## src/rtl/mod_updown_counter.sv

```systemverilog
// mod_updown_counter: general-purpose up/down counter.
//   The modulus (limit) and the step are programmable at run time.
//   At the limits the counter either wraps or saturates.
//   It produces a terminal-count pulse and a sticky overflow flag.
//
// Optional feature macro: MOD_COUNTER_CASCADE_EN
//   Adds cin and cout so that stages can be chained.
//   When the macro is undefined, the counter behaves as if cin were tied to 1.
//
// Ports:
//   clock    rising-edge clock for all state
//   reset_L  asynchronous active-low reset (clears Q, tc and ovf)
//   clear    synchronous clear of Q; highest priority
//   load     synchronous load of min(D, limit)
//   D        load data
//   en       count enable
//   up       count direction (1 = up, 0 = down)
//   step     increment/decrement amount, clamped to limit+1
//   limit    largest legal count value
//   sat      1 = saturate at the limits, 0 = wrap modulo limit+1
//   ovf_clr  clears the sticky overflow flag (a same-edge boundary event wins)
//   Q        registered count
//   tc       registered pulse on every boundary event
//   ovf      registered sticky boundary-event flag
//   cin      (cascade only) carry in; counting also requires cin=1
//   cout     (cascade only) combinational: a count edge is about to hit a boundary
`default_nettype none

module mod_updown_counter #(
  parameter int unsigned WIDTH = 8
) (
  input  logic             clock,
  input  logic             reset_L,
  input  logic             clear,
  input  logic             load,
  input  logic [WIDTH-1:0] D,
  input  logic             en,
  input  logic             up,
  input  logic [WIDTH-1:0] step,
  input  logic [WIDTH-1:0] limit,
  input  logic             sat,
  input  logic             ovf_clr,
`ifdef MOD_COUNTER_CASCADE_EN
  input  logic             cin,
  output logic             cout,
`endif
  output logic [WIDTH-1:0] Q,
  output logic             tc,
  output logic             ovf
);

  // One extra bit so that limit+1 and the sums below never overflow.
  localparam int unsigned XW = WIDTH + 1;

  logic             cin_c;
  logic             count_c;
  logic [XW-1:0]    q_x;
  logic [XW-1:0]    lim_x;
  logic [XW-1:0]    mod_x;
  logic [XW-1:0]    step_x;
  logic [XW-1:0]    step_eff;
  logic [XW-1:0]    sum_x;
  logic [XW-1:0]    cnt_nxt_x;
  logic             bnd_c;
  logic [WIDTH-1:0] q_nxt;
  logic             tc_nxt;
  logic             ovf_nxt;

`ifdef MOD_COUNTER_CASCADE_EN
  assign cin_c = cin;
`else
  assign cin_c = 1'b1;
`endif

  // A count happens only when no clear or load takes precedence.
  assign count_c = en & cin_c & ~clear & ~load;

`ifdef MOD_COUNTER_CASCADE_EN
  assign cout = count_c & bnd_c;
`endif

  // Widened operands, modulus and clamped step.
  always_comb begin
    q_x      = XW'(Q);
    lim_x    = XW'(limit);
    mod_x    = lim_x + XW'(1);
    step_x   = XW'(step);
    step_eff = (step_x > mod_x) ? mod_x : step_x;
  end

  // Count arithmetic: next value if counting, plus boundary-event detect.
  always_comb begin
    sum_x     = '0;
    cnt_nxt_x = q_x;
    bnd_c     = 1'b0;
    if (lim_x == '0) begin
      // A zero modulus pins the count at 0; every count edge is a boundary.
      cnt_nxt_x = '0;
      bnd_c     = 1'b1;
    end else if (q_x > lim_x) begin
      // The limit was lowered below Q: snap to the limit.
      cnt_nxt_x = lim_x;
      bnd_c     = 1'b1;
    end else if (up) begin
      sum_x = q_x + step_eff;
      if (sum_x <= lim_x) begin
        cnt_nxt_x = sum_x;
      end else begin
        bnd_c     = 1'b1;
        cnt_nxt_x = sat ? lim_x : (sum_x - mod_x);
      end
    end else begin
      if (q_x >= step_eff) begin
        cnt_nxt_x = q_x - step_eff;
      end else begin
        bnd_c     = 1'b1;
        sum_x     = q_x + mod_x;
        cnt_nxt_x = sat ? '0 : (sum_x - step_eff);
      end
    end
  end

  // Next-state selection with clear > load > count priority.
  always_comb begin
    q_nxt   = Q;
    tc_nxt  = 1'b0;
    ovf_nxt = ovf;
    if (ovf_clr) begin
      ovf_nxt = 1'b0;
    end
    if (clear) begin
      q_nxt = '0;
    end else if (load) begin
      q_nxt = (D > limit) ? limit : D;
    end else if (count_c) begin
      q_nxt  = WIDTH'(cnt_nxt_x);
      tc_nxt = bnd_c;
      if (bnd_c) begin
        ovf_nxt = 1'b1;
      end
    end
  end

  // Output registers.
  always_ff @(posedge clock or negedge reset_L) begin
    if (!reset_L) begin
      Q   <= '0;
      tc  <= 1'b0;
      ovf <= 1'b0;
    end else begin
      Q   <= q_nxt;
      tc  <= tc_nxt;
      ovf <= ovf_nxt;
    end
  end

endmodule

`default_nettype wire

```

## config.mk

```make
export PLATFORM = sky130hd
export DESIGN_NAME = mod_updown_counter
export DESIGN_NICKNAME = d
export VERILOG_FILES = /design/src/rtl/mod_updown_counter.sv
export SDC_FILE = /design/constraint.sdc
export NUM_CORES = 1
export LEC_CHECK = 0
export CAP_MARGIN = 20
export CORE_ASPECT_RATIO = 1.25
export CORE_MARGIN = 2
export CORE_UTILIZATION = 55
export DETAILED_ROUTE_END_ITERATION = 6
export GPL_TIMING_DRIVEN = 0
export PLACE_DENSITY = 0.77
export SETUP_SLACK_MARGIN = 0.15
export SYNTH_ARGS = -nofsm -noshare
export SYNTH_HDL_FRONTEND = slang
export SYNTH_SLANG_ARGS = --single-unit
```

## constraint.sdc

```tcl
create_clock -name clock -period 3.8 [get_ports clock]
set_input_delay 0.76 -clock clock [delete_from_list [all_inputs] [get_ports clock]]
set_output_delay 0.76 -clock clock [all_outputs]
set_load 0.02 [all_outputs]
```

; ---- Word-level counts from Yosys, hierarchy flattened
; Index checks and enable logic that the tools add are counted.
[classes]
n_addsub = 6
magnitude_cmp = 5
n_mux = 25
bitwise_logic = 4
reduce_logical = 2
[op_table]
columns = cell, n
row1 = $mux 8, 11
row2 = $sub 8x8->8, 3
row3 = $gt 8x8->1, 2
row4 = $mux 1, 13
row5 = $add 8x1->9 const B, 1
row6 = $add 8x9->9, 1
row7 = $ge 8x9->1, 1
row8 = $gt 8x9->1, 1
row9 = $le 9x8->1, 1
row10 = $logic_not 9->1, 1
row11 = $mux 9, 1
row12 = $add 8x8->8, 1
row13 = $reduce_bool 3->1, 1
row14 = $and 1x1->1, 2
row15 = $not 1->1, 2
[totals]
register_bits = 10
input_bits = 32
word_cells = 45

; ---- Logic depth before layout (Yosys ltp)
; Gate-level depths: netlist (run 1).
[depth]
depth_word = 13
ltp_mapped = 32

; ---- Worst setup path after synthesis (run 1)
; OpenSTA, ideal clock, no wires.
[synth_timing]
path_type = input -> register
start = input port limit[0]
end = register Q[7]
setup_time_ns = 0.131
arrival_ns = 6.077
slack_ns = -2.408
path_stages = 32
n_path_buf = 2
path_cell_list = inv_1 -> ha_1 -> inv_1 -> ha_1 -> nor2b_1 -> o21ai_0 -> nand2b_1 -> maj3_1 -> a21oi_1 -> o211ai_1 -> nand3_2 -> buf_6 -> mux2i_1 -> ha_1 -> inv_1 -> fa_1 -> nor2b_1 -> o21a_1 -> o21a_1 -> o21a_1 -> nor2_1 -> xnor2_1 -> ha_1 -> o21a_1 -> o21a_1 -> o22ai_1 -> a31o_2 -> nand2_1 -> clkbuf_1 -> nand3_1 -> a21boi_0 -> or3_1
[synth_between]
elab_chain_len = 13
elab_cells_between_ends = 24
classes_between = 6 x add/sub / 5 x order compare / 12 x mux / 1 x reduce/logical
[synth_rtl]
columns = item, line
row1 = "start, declared", 40  ; input logic [WIDTH-1:0] limit,
row2 = $add 8x1->9, 86  ; mod_x = lim_x + XW'(1);
row3 = $gt 8x9->1, 88  ; step_eff = (step_x > mod_x) ? mod_x : step_x;
row4 = $mux 9, 88
row5 = $add 8x9->9, 105  ; sum_x = q_x + step_eff;
row6 = $sub 8x8->8, 110  ; cnt_nxt_x = sat ? lim_x : (sum_x - mod_x);
row7 = $mux 8, 110
row8 = $mux 8, 106  ; if (sum_x <= lim_x) begin
row9 = $mux 8, 104  ; end else if (up) begin
row10 = $mux 8, 100  ; end else if (q_x > lim_x) begin
row11 = $mux 8, 96  ; if (lim_x == '0) begin
row12 = $mux 8, 135  ; end else if (count_c) begin
row13 = $mux 8 (*), 133  ; end else if (load) begin
row14 = $mux 8 (*), 131  ; if (clear) begin
row15 = "end signal, assigned", 151  ; Q <= q_nxt;
row16 = "end, declared", 47  ; output logic [WIDTH-1:0] Q,
; Mark *: on every way between the ends. The rest lies on a longest branch, timed or not. The select of a mux whose other input is x is not followed.
; A chain may end at the register's enable or synchronous reset.

; ---- Worst setup path in the final report (run 1)
[layout_timing]
start = input port limit[1]
end = register Q[3]
; Same word-level chain as after synthesis.

==> results.cfg, run 1 <==
[timing]
min_period_over_period_pct = 160
timing.final.max_slew_violations = 0
final-hold-violation-count = 0
worst_pin_slew_ps = 691
slew_headroom_pct = 54.0
fmaxAchievable_ghz = 0.165
setup_viol = 10
finalCriticalPeriod_ps = 6070
final.setup_skew_ps = 1.18
rsz_0062_raised_after_global_routing = true
fin_ws_ps = -2270

[logic_synthesis]
synth_top_family_by_area = adder cells
yosys_register_bits = 10
area_fraction_in_and_or_nand_and_nor_cells_after_synthesis_pct = 17.1
yosys-top-cells-area = ha_1 (22%), dfrtp_1 (6.9%), mux2i_1 (5.8%)
synth-compound-area-share_pct = 25.0
synth.avg_cell_area_sq_um = 8.26
synth_edf_count = 0
synth_cell_types = 71
asyncSetResetFlopFracSynth_pct = 100
post_synthesis_share_of_cell_area_spent_on_full_adders_half_adders_and_majority_gates_pct = 27.6
postSynth.topFlopCell = dfrtp_1
synth_top_area_share_pct = 21.8
synthesis.instances = 438
yosysWarningCount = 0
seq_area_frac_synth_pct = 6.92
synthesis.nets = 543
xor_xnor_share_of_the_synthesized_area_pct = 7.37
proportion_of_synthesized_area_in_mux_cells_pct = 9.55
yosysTopAreaCell = ha_1
synthesized_cell_area_sq_um = 3620

[floorplanning]
die-area_sq_um = 7250
floorplan.die.width_um = 76.5
std_cell_rows = 33
die_y_um = 94.7
placeableCoreArea_sq_um = 6480
ios = 42
initial_utilization_pct = 55.8

[clocking]
clk_transition_reported_paths_ps = 50
cts-buffers-inserted = 3
root_buffer = clkbuf_8
cts_tree = yes
cts_hold_fix_bufs = 0
numClockSinks = 10
max-clock-path-buffers = 2
worst_skew_pair.late_latency_ps = 240
clock_tree.htree_level_count = 1

[routing]
drtIter0Drc = 175
drt-total-wl_mm = 12.3
route.detailed.drc = 0
via_count = 3800
vias_per_cell = 6.39
drt-pass1-iter-count = 5
drt.antenna.violating_nets = 0
wire_per_inst_um = 20.6

[job]
cap_viol_max_count = 0

[finish]
final_core_util_pct = 73.2
post_route_cells_drive_above_1_share_pct = 25.0
layout-area-overhead-vs-synth_pct = 31.2
diodes = 0
final_cell_area_sq_um = 4750
design.final.nets = 614
fillCellCount = 496

[run_status]
violations_in_the_final_reports = setup timing
outcome = complete, but fails checks

[power]
vdd.ir_drop.worst_v = 0.000310
power.total_mw = 2.65
power_leakage_nw = 2.12
power.density_nw_per_um2 = 559

[setup_path]
cp.buffers_inverters = 5
max_stage_delay_ps = 530
worstSetupEndpointType = register
critPathKind = input port to register
crit_path_top_delay_cell = o311ai_0
cp.arrival_ps = 6190
critPathMaxFanout = 7
crit_top_cell = o21a_1
critPathLaunchType = input port
crit_family = compound AO/OA/AOI/OAI gates
required_ps = 3920

[placement]
routabilityCongestion = 0.944
buffer_ports.inserted = 35
dpl.hpwl_mm = 9.08
preCtsSetupSlack_ps = -3890
dpl-instance-area_sq_um = 4170

[global_route]
grt_max_degree = 11
grt_pass1_wl_mm = 19.3
antenna_found_initial = 0
overall_routing_resource_usage_pct = 34.2
gr-total-overflow = 0
number_of_global_route_vias_before_repair = 3813

[min_path]
min_path_type = register to register
path summary, 6_finish.rpt:
kind	start	to	cells past startpoint	slack, ps
min in group asynchronous	reset_L	tc	1	870
max in group asynchronous	reset_L	Q[4]	1	2570
hold / removal	ovf	ovf	1	530
setup reg to reg	Q[1]	Q[3]	18	-150
setup / recovery	limit[1]	Q[3]	29	-2270
hold reg to reg	ovf	ovf	1	530
logic make-up (layout without fill, tap and decap cells):
kind of cell,Yosys count,in the layout
AO/OA/AOI/OAI,125,125
AND/OR/NAND/NOR,113,113
adder cells (fa/ha/maj),74,74
buffers and inverters,55,125
multiplexers,33,33
XOR/XNOR,28,28
flip-flops,10,10
timing repair:
action / CTS / global route
cloned: 1 / 0
pin swaps: 23 / 13
resized for setup: 71 / 12
endpoints found under the setup margin: 10 / 10
buffers inserted: 20 / 9
per-layer routing:
metal	global-route usage (%)	wire, um	part of all wire [%]	vias to the layer above
li1	-	-	-	1767
met1	38.1	4790	39	1831
met2	63.0	6190	50	147
met3	4.11	561	4.6	55
met4	20.0	738	6.0	0
met5	0	0	0	-
cell type report:
| class | count | area, sq um | share of cell area, % |
|---|---|---|---|
| multi-input combinational | 373 | 3420 | 72.2 |
| timing repair buffer | 66 | 608 | 12.8 |
| clock buffer | 4 | 55.1 | 1.16 |
| inverter | 42 | 168 | 3.53 |
| sequential | 10 | 250 | 5.27 |
| buffer | 13 | 131 | 2.77 |
| tap | 87 | 109 | 2.29 |
report_power, final:
group / leakage (nW) / internal, mW / switching, mW / total [mW]
clock: 0.0288 / 0.0917 / 0.0484 / 0.140
combinational: 1.96 / 1.08 / 1.24 / 2.33
sequential: 0.132 / 0.129 / 0.0579 / 0.187
synth_stat cells, types with 5 or more instances:
library cell / number
o21bai_1: 6
nor3_1: 6
nand4_1: 6
xnor2_1: 19
a21o_1: 8
nor2_1: 27
clkbuf_1: 5
a21oi_1: 22
xor2_1: 7
o21a_1: 12
inv_1: 40
nand2_1: 26
mux2i_1: 21
o21ai_0: 18
o211ai_1: 6
o31ai_1: 6
nor2b_1: 6
ha_1: 63
dfrtp_1: 10
a31oi_1: 7
fa_1: 10
mux2_2: 12
nand3_1: 15
through the flow:
step                      cells  setup TNS, ps  hold WS, ps
after global placement      560         -36520          460
after global routing        595         -22790          544
final                       595         -21320          527
after CTS                   585         -19640          525
after floorplan             438         -19410          464
after detailed placement    560         -37590          514
cells in the final DEF, fill, tap and decap left out, types with 7 or more instances in the layout:
cell type / instances
clkdlybuf4s50_1: 30
mux2i_1: 19
nand2_1: 23
xnor2_1: 13
buf_4: 28
nor2_1: 23
ha_4: 7
fa_1: 9
mux2_2: 10
a21oi_1: 20
ha_1: 55
o21a_1: 12
a21o_1: 8
nand3_1: 15
dfrtp_1: 10
o21ai_0: 15
inv_1: 32
sequential cells by signal, summed over array words and instances, names as in the netlist:
signal and cells:
Q 8, ovf 1, tc 1
No activity file was read; power rests on OpenSTA's default activity.
==> run 2: changes to the inputs <==
--- a/config.mk
+++ b/config.mk
@@ -8,7 +8,7 @@
 export CAP_MARGIN = 20
 export CORE_ASPECT_RATIO = 1.25
 export CORE_MARGIN = 2
-export CORE_UTILIZATION = 55
+export CORE_UTILIZATION = 53
 export DETAILED_ROUTE_END_ITERATION = 6
 export GPL_TIMING_DRIVEN = 0
 export PLACE_DENSITY = 0.77
==> constraint.sdc (replaced) <==
create_clock -name clock -period 5 [get_ports clock]
set_input_delay 0.75 -clock clock [delete_from_list [all_inputs] [get_ports clock]]
set_output_delay 0.75 -clock clock [all_outputs]
set_load 0.02 [all_outputs]
==> run 2 against run 1 <==
  * The run still ends with setup timing left
  * Cell area up 0.66%
  * First-iteration DRC count rose by 58%
  * Register-to-register slack improved by 1300 ps
  * Hold slack worse by 43 ps
  * Final cell count shrank 0.34%
  * Critical path type unchanged
  * Largest cell class unchanged
  * Highest routed layer unchanged
==> results.cfg, run 2 (same netlist as run 1, synthesis figures left out) <==
[clocking]
root_buffer = clkbuf_8
cts_tree = yes
numClockSinks = 10
clock_tree.htree_level_count = 1
worst_skew_pair.late_latency_ps = 240
clk_transition_reported_paths_ps = 50
max-clock-path-buffers = 2
cts-buffers-inserted = 3

[run_status]
outcome = complete, but fails checks
violations_in_the_final_reports = setup timing

[global_route]
grt_max_degree = 11
grt_pass1_wl_mm = 19.9
gr-total-overflow = 0
number_of_global_route_vias_before_repair = 3941
overall_routing_resource_usage_pct = 34.2
antenna_found_initial = 0

[setup_path]
worstSetupEndpointType = register
timing.reg2reg.worst_path_depth = 18
critPathLaunchType = input port
critPathMaxFanout = 7
crit_family = simple AND/OR/NAND/NOR gates
crit_path_top_delay_cell = or4_4
cp.arrival_ps = 6120
worst_r2r_endpoint = Q[7]
reg2reg_setup_slack_ps = 1100
max_stage_delay_ps = 570
critPathKind = input port to register
crit_top_cell = nor2_1
worstReg2RegStart = Q[1]
required_ps = 5120
cp.buffers_inverters = 4

[floorplanning]
placeableCoreArea_sq_um = 6570
die_y_um = 96.4
initial_utilization_pct = 55.1
floorplan.die.width_um = 77.9
std_cell_rows = 33
die-area_sq_um = 7510
ios = 42

[routing]
wire_per_inst_um = 21.1
via_count = 3864
vias_per_cell = 6.52
drt-pass1-iter-count = 6
drt-total-wl_mm = 12.5
drt.antenna.violating_nets = 0
route.detailed.drc = 0
drtIter0Drc = 276

[placement]
dpl.hpwl_mm = 9.12
routabilityCongestion = 0.989
buffer_ports.inserted = 35

[finish]
mostFrequentLayoutCells = ha_1 (55), inv_1 (33), clkdlybuf4s50_1 (30)
fillCellCount = 473
design.final.nets = 612
diodes = 0
final_core_util_pct = 72.8
layout-area-overhead-vs-synth_pct = 32.1
layout_commonest_cell = ha_1
layout_top_registers = Q: 8 flops, ovf: 1 flops, tc: 1 flops
post_route_cells_drive_above_1_share_pct = 24.1
largest_register_ffs = 8
reg_with_most_ffs = Q

[timing]
rsz_0062_raised_after_global_routing = true
finalCriticalPeriod_ps = 6000
final-hold-violation-count = 0
final.setup_skew_ps = 1.14
setup_viol = 10
fmaxAchievable_ghz = 0.167
slew_headroom_pct = 43.4
fin_ws_ps = -1000
timing.final.max_slew_violations = 0
worst_pin_slew_ps = 850
min_period_over_period_pct = 120

[power]
p_switching_mw = 1.06
p_clk_share_pct = 5.0
power.combinational.fraction_pct = 88.1
switching_portion_of_total_power_pct = 50.9
p_int_mw = 1.02
power.density_nw_per_um2 = 435
p_seq_share_pct = 6.9
power_leakage_nw = 2.12
power.total_mw = 2.08
vdd.ir_drop.worst_v = 0.000256

[min_path]
min_path_type = register to register
hold-path-endpoint = ovf
min_from = ovf
timing.hold.worst_path_depth = 1

[job]
cap_viol_max_count = 0
run 2: worst max-delay path by stage:
stage,startpoint,to,cells after the start
5_1_grt,limit[0],Q[3],31
2_1_floorplan,limit[4],Q[7],30
3_3_place_gp,limit[0],Q[3],33
3_5_place_dp,limit[0],Q[3],33
6_report,limit[1],Q[3],28
4_1_cts,limit[0],Q[6],30
run 2: per-layer routing:
metal  track usage (%)  part of all wire [%]  up-vias
met1              37.6                    38     1847
met5                 0                     0        -
li1                  -                     -     1755
met2              62.1                    50      189
met4              21.9                   6.4        0
met3              4.50                   6.2       73
run 2: power by group through the flow:
stage               sequential, mW  combinational (mW)  clock (mW)
finish                       0.142                1.83       0.105
global route                 0.144                1.96       0.109
CTS                          0.139                1.67       0.105
detailed placement           0.139                1.46           0
global placement             0.138                1.43           0
floorplan                    0.147                1.08           0
run 2: cell type report:
type | count | area [sq um] | area share (%)
Buffer | 13 | 131 | 2.75
Timing Repair Buffer | 64 | 624 | 13.1
Tap cell | 87 | 109 | 2.28
Multi-Input combinational cell | 373 | 3440 | 72.0
Sequential cell | 10 | 250 | 5.24
Inverter | 42 | 168 | 3.51
Clock buffer | 4 | 55.1 | 1.15
run 2: what timing repair did:
action	CTS	global route
hold buffers	0	0
cloned	1	0
endpoints found under the setup margin	10	10
endpoints found under the hold margin	0	0
setup buffers	18	9
pin swaps	24	7
resized for setup	75	10
run 2: through the flow:
| stage | cell area [sq um] | hold slack [ps] | worst slack [ps] | std cells | TNS [ps] |
|---|---|---|---|---|---|
| 2_1_floorplan | 3710 | 454 | -868 | 438 | -7310 |
| 3_3_place_gp | 4170 | 459 | -2570 | 560 | -24420 |
| 3_5_place_dp | 4170 | 470 | -2670 | 560 | -25480 |
| 4_1_cts | 4640 | 482 | -926 | 583 | -8280 |
| 5_1_grt | 4780 | 510 | -1260 | 593 | -11700 |
| 6_report | 4780 | 483 | -1000 | 593 | -9280 |
run 2: worst register-to-register path, cell delays in order (launching register included):
cell and delay [ps]:
dfrtp_1 560, inv_1 220, fa_2 410, nor2b_2 130, o21a_1 140, o21a_1 150, o21a_1 120, nor2_2 50
xnor2_2 160, ha_1 320, o21a_1 120, o21a_1 130, o22ai_2 90, a31o_4 250, buf_4 140, and4_4 160
a41oi_2 140, o2111ai_1 140, or3_1 320
==> run 3: changes to the inputs <==
--- a/config.mk
+++ b/config.mk
@@ -8,7 +8,7 @@
 export CAP_MARGIN = 20
 export CORE_ASPECT_RATIO = 1.25
 export CORE_MARGIN = 2
-export CORE_UTILIZATION = 53
+export CORE_UTILIZATION = 55
 export DETAILED_ROUTE_END_ITERATION = 6
 export GPL_TIMING_DRIVEN = 0
 export PLACE_DENSITY = 0.77
==> constraint.sdc (replaced) <==
create_clock -name clock -period 6.43 [get_ports clock]
set_input_delay 0.9645 -clock clock [delete_from_list [all_inputs] [get_ports clock]]
set_output_delay 0.9645 -clock clock [all_outputs]
set_load 0.02 [all_outputs]
==> run 3 against run 2 <==
  * The run now ends clean
  * Final cell count increased by 0.67%
  * Wire length increased by 0.17%
  * Die area decreased by 3.5%
  * Hold slack improved by 4.9 ps
  * Global-route usage decreased by 0.90 points
  * First-iteration DRC count decreased by 22%
  * Setup slack improved by 1100 ps
  * Combinational power decreased by 22%
  * Sequential power decreased by 23%
  * Critical endpoint is now Q[7]
  * Largest cell class unchanged
==> results.cfg, run 3 (same netlist as run 1, synthesis figures left out) <==
[run_status]
outcome = finished clean

[timing]
finalCriticalPeriod_ps = 6360
timing.final.max_slew_violations = 0
final-hold-violation-count = 0
fmaxAchievable_ghz = 0.157
setup_viol = 0
final.setup_skew_ps = 5.66
rsz_0062_raised_after_global_routing = true
worst_pin_slew_ps = 1200
fin_ws_ps = 74.2
min_period_over_period_pct = 98.8
slew_headroom_pct = 19.4

[setup_path]
cp.arrival_ps = 6480
worst_r2r_endpoint = Q[7]
required_ps = 6550
worstSetupEndpointType = register
timing.reg2reg.worst_path_depth = 18
critPathMaxFanout = 8
worstReg2RegStart = Q[2]
reg2reg_setup_slack_ps = 2500
critPathKind = input port to register
critPathLaunchType = input port

[global_route]
grt_max_degree = 12
use_met1_pct = 38.0
grt_pass1_wl_mm = 18.9
busiest_layer = met2
met3_usage_pct = 3.92
globalRouteMet2Util_pct = 58.1
overall_routing_resource_usage_pct = 33.3
antenna_found_initial = 0
number_of_global_route_vias_before_repair = 3825
gr-total-overflow = 0

[clocking]
clk_transition_reported_paths_ps = 60
cts_hold_fix_bufs = 0
numClockSinks = 10
worst_skew_pair.late_latency_ps = 250
cts_tree = yes
root_buffer = clkbuf_8
max-clock-path-buffers = 2
clock_tree.htree_level_count = 1
cts-buffers-inserted = 3

[routing]
drt.antenna.violating_nets = 0
drt-total-wl_mm = 12.5
drt-pass1-iter-count = 5
via_count = 3941
wire_per_inst_um = 20.9
vias_per_cell = 6.60
drtIter0Drc = 214
route.detailed.drc = 0

[finish]
design.final.nets = 616
layout-area-overhead-vs-synth_pct = 32.7
layout_top_registers = Q: 8 flops, ovf: 1 flops, tc: 1 flops
mostFrequentLayoutCells = ha_1 (55), inv_1 (33), clkdlybuf4s50_1 (30)
layout_commonest_cell = ha_1
fillCellCount = 479
final_core_util_pct = 74.1
reg_with_most_ffs = Q
final_cell_area_sq_um = 4800
diodes = 0
largest_register_ffs = 8
post_route_cells_drive_above_1_share_pct = 24.9

[placement]
preCtsSetupSlack_ps = -1810
buffer_ports.inserted = 35
dpl-instance-area_sq_um = 4100
dpl.hpwl_mm = 8.84
routabilityCongestion = 1.00

[floorplanning]
die-area_sq_um = 7250
die_y_um = 94.7
ios = 42
floorplan.die.width_um = 76.5
std_cell_rows = 33
initial_utilization_pct = 55.8
placeableCoreArea_sq_um = 6480

[power]
vdd.ir_drop.worst_v = 0.000181
power.total_mw = 1.62
power.density_nw_per_um2 = 337
power_leakage_nw = 2.13

[min_path]
hold-path-endpoint = ovf
min_path_type = register to register
min_from = ovf
timing.hold.worst_path_depth = 1

[job]
cap_viol_max_count = 0
-- run 3: cell types whose count changed in the layout (fill, tap and decap cells not counted), moves of 2 or more --
cell | previous run | this run
buf_12 | 6 | 4
buf_4 | 22 | 29
buf_8 | 1 | 3
mux2i_1 | 19 | 17
nand2_4 | 0 | 2
-- run 3: metal layers --
layer	wire (um)	part of all wire, %
met1	4850	39
met5	0	0
met3	770	6.2
met2	6100	49
met4	781	6.2
-- run 3: repair_timing --
item,4_1_cts,5_1_grt
gates resized for setup,53,57
endpoints found under the hold margin,0,0
endpoints found under the setup margin,10,9
cloned,1,1
pin swaps,13,29
setup buffers,9,22
-- run 3: power breakdown --
| part | switching, mW | internal (mW) | total, mW |
|---|---|---|---|
| sequential | 0.0338 | 0.0761 | 0.110 |
| combinational | 0.765 | 0.657 | 1.42 |
| clock | 0.0307 | 0.0543 | 0.0849 |
-- run 3: worst max path at each step --
stage	startpoint	end	slack (ps)	cells after the start
CTS	limit[0]	Q[3]	140	31
detailed placement	limit[0]	Q[3]	-1810	31
global placement	limit[0]	Q[3]	-1720	31
global route	limit[6]	Q[7]	-100	30
floorplan	limit[0]	Q[7]	150	32
finish	limit[1]	Q[7]	70	25
-- run 3: worst max-delay path: stages --
cell      delay [ps]
buf_12           110
and3_4           200
nor4b_4          270
xnor2_2          180
inv_2             70
ha_4             260
nand4_1           80
or4_4            540
nand3_4          120
buf_12           140
mux2i_4          240
ha_2             210
inv_2             40
fa_2             390
buf_4            140
xnor2_1          340
ha_1             380
a21o_1           210
a31oi_1          320
o22ai_1          160
a211oi_1         320
o21bai_1         140
xor2_1           170
a21boi_0         130
or3_1            350
-- run 3: metrics by stage --
step           instances  hold WS [ps]  TNS [ps]
2_1_floorplan        438           595         0
3_3_place_gp         560           459    -15490
3_5_place_dp         560           470    -16340
4_1_cts              574           482         0
5_1_grt              597           514      -271
6_report             597           488         0
-- run 3: area by class of cell --
type                    instances  area [sq um]  share of cell area (%)
plain buffers                  13           125                    2.61
clock buffers                   4          55.1                    1.15
inverters                      42           168                    3.49
multi-input cells             373          3440                    71.7
flip-flops and latches         10           250                    5.21
well taps                      87           109                    2.27
repair buffers                 68           653                    13.6
